<file path="config.mk">
export PLATFORM = sky130hd
export DESIGN_NAME = global_events_ctrl
export DESIGN_NICKNAME = d
export VERILOG_FILES = /design/src/rtl/global_events_ctrl.sv
export SDC_FILE = /design/constraint.sdc
export NUM_CORES = 1
export LEC_CHECK = 0
export ABC_AREA = 1
export CAP_MARGIN = 10
export CORE_MARGIN = 5
export CORE_UTILIZATION = 42
export DETAILED_ROUTE_END_ITERATION = 12
export PLACE_DENSITY = 0.81
export SETUP_SLACK_MARGIN = 0.2
export SYNTH_ARGS = -nofsm -noshare
export SYNTH_HDL_FRONTEND = slang
export SYNTH_SLANG_ARGS = --single-unit
export TNS_END_PERCENT = 100
</file>
<file path="constraint.sdc">
create_clock -name CLK -period 2.23 [get_ports CLK]
set_clock_uncertainty 0.2 [all_clocks]
set_input_delay 0.446 -clock CLK [delete_from_list [all_inputs] [get_ports CLK]]
set_output_delay 0.446 -clock CLK [all_outputs]
set_load 0.03 [all_outputs]
</file>
<file path="src/rtl/global_events_ctrl.sv">
// Global events endpoint for one hart: merges cache misses, runs the post-termination
// cache flush handshake with a timeout, then parks the hart in HALTED until reset.
// Optional miss-cycle statistics counter enabled by `define GLOBAL_EVENTS_MISS_COUNT_EN.
module global_events_ctrl #(
  parameter int unsigned HART_ID       = 0,
  parameter int unsigned FLUSH_TIMEOUT = 1024   // legal range 2..65535
) (
  input  logic        CLK,
  input  logic        nRST,
  input  logic        icache_miss,
  input  logic        dcache_miss,
  input  logic        thread_terminated,
  input  logic        flush_done,
  output logic        cache_miss,
  output logic [31:0] hart_id,
  output logic        flush_req,
  output logic        halt,
  output logic        flush_timeout,
  output logic [31:0] miss_count
);

  typedef enum logic [1:0] {
    ST_RUN    = 2'd0,
    ST_FLUSH  = 2'd1,
    ST_HALTED = 2'd2
  } state_e;

  // Value the timer holds on the last permitted FLUSH cycle.
  localparam logic [15:0] TIMER_LAST = 16'(FLUSH_TIMEOUT - 1);

  state_e      state_q, state_d;
  logic [15:0] timer_q, timer_d;
  logic        timeout_q, timeout_d;

  // NOTE: state registers use non-blocking assignments so every flop samples the
  // pre-edge values, independent of process ordering in simulation.
  always_ff @(posedge CLK or negedge nRST) begin
    if (!nRST) begin
      state_q   <= ST_RUN;
      timer_q   <= '0;
      timeout_q <= 1'b0;
    end else begin
      state_q   <= state_d;
      timer_q   <= timer_d;
      timeout_q <= timeout_d;
    end
  end

  // NOTE: every next-state signal gets a default before the case so no path
  // leaves it unassigned, which would infer a latch.
  always_comb begin
    state_d   = state_q;
    timer_d   = timer_q;
    timeout_d = timeout_q;
    case (state_q)
      ST_RUN: begin
        if (thread_terminated) begin
          state_d = ST_FLUSH;
          timer_d = '0;
        end
      end
      ST_FLUSH: begin
        timer_d = timer_q + 16'd1;
        // flush_done takes priority over a simultaneous timeout.
        if (flush_done) begin
          state_d = ST_HALTED;
        end else if (timer_q == TIMER_LAST) begin
          state_d   = ST_HALTED;
          timeout_d = 1'b1;
        end
      end
      ST_HALTED: begin
        state_d = ST_HALTED;
      end
      default: begin
        state_d = ST_RUN;
      end
    endcase
  end

  assign hart_id       = 32'(HART_ID);
  assign cache_miss    = (icache_miss | dcache_miss) & (state_q == ST_RUN);
  assign flush_req     = (state_q == ST_FLUSH);
  assign halt          = (state_q == ST_HALTED);
  assign flush_timeout = timeout_q;

`ifdef GLOBAL_EVENTS_MISS_COUNT_EN
  logic [31:0] miss_cnt_q, miss_cnt_d;
  logic [32:0] miss_sum;

  // Counts miss-cycles (0, 1 or 2 per cycle) and saturates at all-ones.
  always_comb begin
    miss_sum   = {1'b0, miss_cnt_q} + 33'(icache_miss) + 33'(dcache_miss);
    miss_cnt_d = miss_cnt_q;
    if (state_q == ST_RUN) begin
      miss_cnt_d = miss_sum[32] ? '1 : miss_sum[31:0];
    end
  end

  always_ff @(posedge CLK or negedge nRST) begin
    if (!nRST) begin
      miss_cnt_q <= '0;
    end else begin
      miss_cnt_q <= miss_cnt_d;
    end
  end

  assign miss_count = miss_cnt_q;
`else
  assign miss_count = '0;
`endif

endmodule

</file>
Word-level counts from Yosys, hierarchy flattened
Cells that the tools add are included.

$add $sub $neg: 1. Eq/ne operators: 5. Muxes and demuxes: 6. Bitwise gates (word level): 3. Reduce and logical (&&, ||, !) cells: 5.

Operators by type and width (number): $pmux W16 S2 (1); $add A16 B1 Y16 const B (1); $eq A16 B10 Y1 const B (1); $mux W16 (1); $mux W2 (3); $pmux W2 S3 (1); $reduce_and A2 Y1 (2); $ne A3 B2 Y1 const B (1); $reduce_and A3 Y1 (1); $eq A2 B1 Y1 const B (1); $eq A2 B2 Y1 const B (1); $logic_not A2 Y1 (1); $ne A2 B2 Y1 const B (1); $reduce_bool A2 Y1 (1); $and A1 B1 Y1 (1); $not A1 Y1 (1); $or A1 B1 Y1 (1).

Flip-flop bits (word level): 19. Output and inout bits: 68. Word-level logic and storage cells: 23.

Longest topological paths before layout
Depth after elaboration: 4. Gate-level depth with buffers: 10. Gate-level depth less buffers: 10.

Worst setup path before layout
No wires, ideal clock.

Kind: reg-to-reg. Start: register state_q[1]. End: register timer_q[14]. Arrival: 1.508 ns. Setup slack: 0.405 ns. Cell stages (with the launch flop): 10. Clock period less this slack: 1.825 ns. Path through: dfrtp_1 -> inv_1 -> ha_1 -> inv_2 -> nand2_2 -> nand2_4 -> nor3_4 -> nand3_1 -> nand2_1 -> nor2_1.

Cells in the longest elaborated chain, start to end: 3. Elaborated cells on any way between the ends: 6. Those cells by class: 2 x eq/ne; 1 x mux; 3 x reduce/logical.

Ends and longest elaborated chain: start: declaration (line 31) `state_e state_q, state_d;`; start signal: assignment (line 43) `state_q <= state_d;`; $eq A2 B1 Y1 *; named net flush_req (line 16) `output logic flush_req,`; $reduce_bool A2 Y1 (no line); $reduce_and A2 Y1 (no line); end signal: assignment (line 44) `timer_q <= timer_d;`; end: declaration (line 32) `logic [15:0] timer_q, timer_d;`.

Mark *: on every way through the listed nets, which the timed path passes. The rest lies on a longest branch. A chain may end at the register's enable or synchronous reset.

Worst setup path in the final report
Start: register state_q[0]. End: output halt.

Cells in the longest elaborated chain, start to end: 1.

Ends and longest elaborated chain: $eq A2 B2 Y1 (line 84) `assign halt = (state_q == ST_HALTED);`; end: declaration (line 17) `output logic halt,`.

No other way between the ends.

==> flow_summary.ini <==
[power_and_ir_drop]
p_per_area_nw_per_um2 = 799.1
ir_worst_vdd_mv = 0.3348
power.leakage_nw = 0.8962

[timing]
period_share_pct = 87.61
drv_slew = 0
hold_viol = 0
whs_ns = 0.2740
max_freq_mhz = 511.9
period_needed_ns = 1.954
tns_ns = 0
rsz0062_at_grt = no
setup_violations = 0

[clock_network]
clkTransAtPathRegs_ns = 0.07
cts_setup_buffers = 0
cts_tree = yes
ctsRootBufferMaster = clkbuf_8
clockBufferDepth = 2
insertion_delay_ns = 0.26
numCtsBuffers = 3
cts_num_sinks = 19
cts_max_level = 1

[finish]
drive_gt1_share_pct = 14.35
nets = 241
area_growth_syn_to_layout_pct = -2.596
stdcell_count = 280
design_area_um2 = 1643
n_fill_cell = 399
num_antenna_cells = 0

[worst_setup_path]
worstPathArrival_ns = 1.31
required_ns = 1.58
worstPathMaxFanout = 3
r2r_start = state_q[1]
r2r_slack_ns = 0.52
reg2regPathDepth = 10
cp-start-kind = flip-flop
r2r-end = timer_q[14]
cp-end-kind = output pin
path_class = flip-flop to output pin

[routing]
drtAntennaViolNets = 0
wl_per_cell_um = 9.718
drt_iter0_markers = 40
via_per_inst = 4.139
drtPass1Iterations = 4
num_vias = 1159
drt-total-wl_mm = 2.721
drc = 0

[floorplan]
start_util_pct = 42.78
die_area_um2 = 5383
ioPinCount = 74
core_um2 = 3943
fp.dieH_um = 73.37
fp.dieW_um = 73.37
num_rows = 23

[place]
dpl_cell_area_um2 = 1597
dp_hpwl_mm = 2.257
gp_congestion = 0.8418
place.port_buffers = 9
dp_cells = 276

[synthesis]
syn_area_um2 = 1687
synth_common_cells = buf_4 (64), nand2_1 (34), nor2_1 (22), dfrtp_1 (19), inv_1 (13)
synth_most_common_cell = buf_4
ys_seq_area_share_pct = 28.19
yosys_warnings = 0
synthCells = 217
ys_async_sr_fraction_pct = 100.0
synth_flop_cell = dfrtp_1
synthTopCellsByArea = buf_4 (28%), dfrtp_1 (28%), nand2_1 (7.6%)
ys_seq_elements = 19
synth_cell_types = 25
synth_top_area_cell = buf_4
synth.avg_cell_area_um2 = 7.772
synth_edf_count = 0
synth_top_area_share_pct = 28.49

[min_path]
min_path_type = flip-flop to flip-flop
holdPathEnd = flush_timeout
worstHoldPathCells = 1
min_from = flush_timeout

[flow_run]
drv_cap = 0

[global_routing]
grt_pass1_wl_mm = 4.312
antenna_found_initial = 0
grt_max_degree = 20
globalRoute.totalOverflow = 0
grt_pass1_vias = 1035
grt_usage_pct = 10.01

[outcome]
outcome = complete, no violations
[layer usage]
metal | track usage, % | vias up | wire (um)
met5 | 0 | - | 0
met4 | 4.427 | 0 | 29
met3 | 2.462 | 4 | 244
met2 | 16.88 | 43 | 1358
met1 | 12.02 | 533 | 1089
li1 | - | 579 | -
[kinds of logic after synthesis]
family	share of synthesized area [%]
AOI/OAI and AO/OA	7.122
DFF	28.19
and+or+nand+nor	28.56
buffers and inverters	32.94
other	0.2223
adders and majority gates	2.967
[cell usage in the layout (no fill, tap or decap), types with 5 or more instances in the layout]
cell / instances
nand3_1: 12
conb_1: 64
nand2_2: 5
dfrtp_1: 19
nand2_1: 34
a21oi_1: 12
inv_1: 13
clkdlybuf4s50_1: 6
nor2_1: 22
[sequential cells by signal (all words and copies together), names as in the netlist]
signal,count
timer_q,16
state_q,2
flush_timeout,1
[critical path, stage by stage, from the launching register on]
cell	delay, ns
dfrtp_1	0.39
inv_1	0.09
ha_1	0.16
dlygate4sd2_1	0.41
[metrics by stage]
stage	setup slack (ns)	utilization [%]	power [mW]
after floorplan	0.4053	-	1.060
after global placement	0.2842	40.50	1.080
after detailed placement	0.2696	40.50	1.092
after CTS	0.2559	41.61	1.319
after global routing	0.2088	41.67	1.413
final	0.2763	41.67	1.313
[what timing repair did]
item,in CTS,in global routing
hold endpoints to repair,0,0
hold buffers,0,0
resized for setup,2,1
endpoints found under the setup margin,2,1
[where the power goes]
group          switching, mW  total (mW)  leakage [nW]  internal, mW
Combinational          0.488       0.658         0.611         0.170
Sequential            0.0329       0.415         0.260         0.382
Clock                  0.116       0.240        0.0255         0.124
Total                  0.637        1.31         0.896         0.676
[how the worst max path moves through the flow]
stage               startpoint     endpoint  slack [ns]
global placement    state_q[0]         halt        0.28
detailed placement  state_q[0]         halt        0.27
global route        state_q[0]         halt        0.21
CTS                 state_q[0]   cache_miss        0.26
finish              state_q[0]         halt        0.28
floorplan           state_q[1]  timer_q[14]        0.41
[area by class of cell]
cell class	count	area (um^2)	area share, %
clock buffers	3	41.29	2.513
clock inverters	1	5.005	0.3046
inverters	17	63.81	3.884
multi-input cells	179	894.6	54.46
flip-flops and latches	19	475.5	28.94
well taps	50	62.56	3.808
repair buffers	11	100.1	6.093
Note: power is estimated with default switching activity, not from simulation.
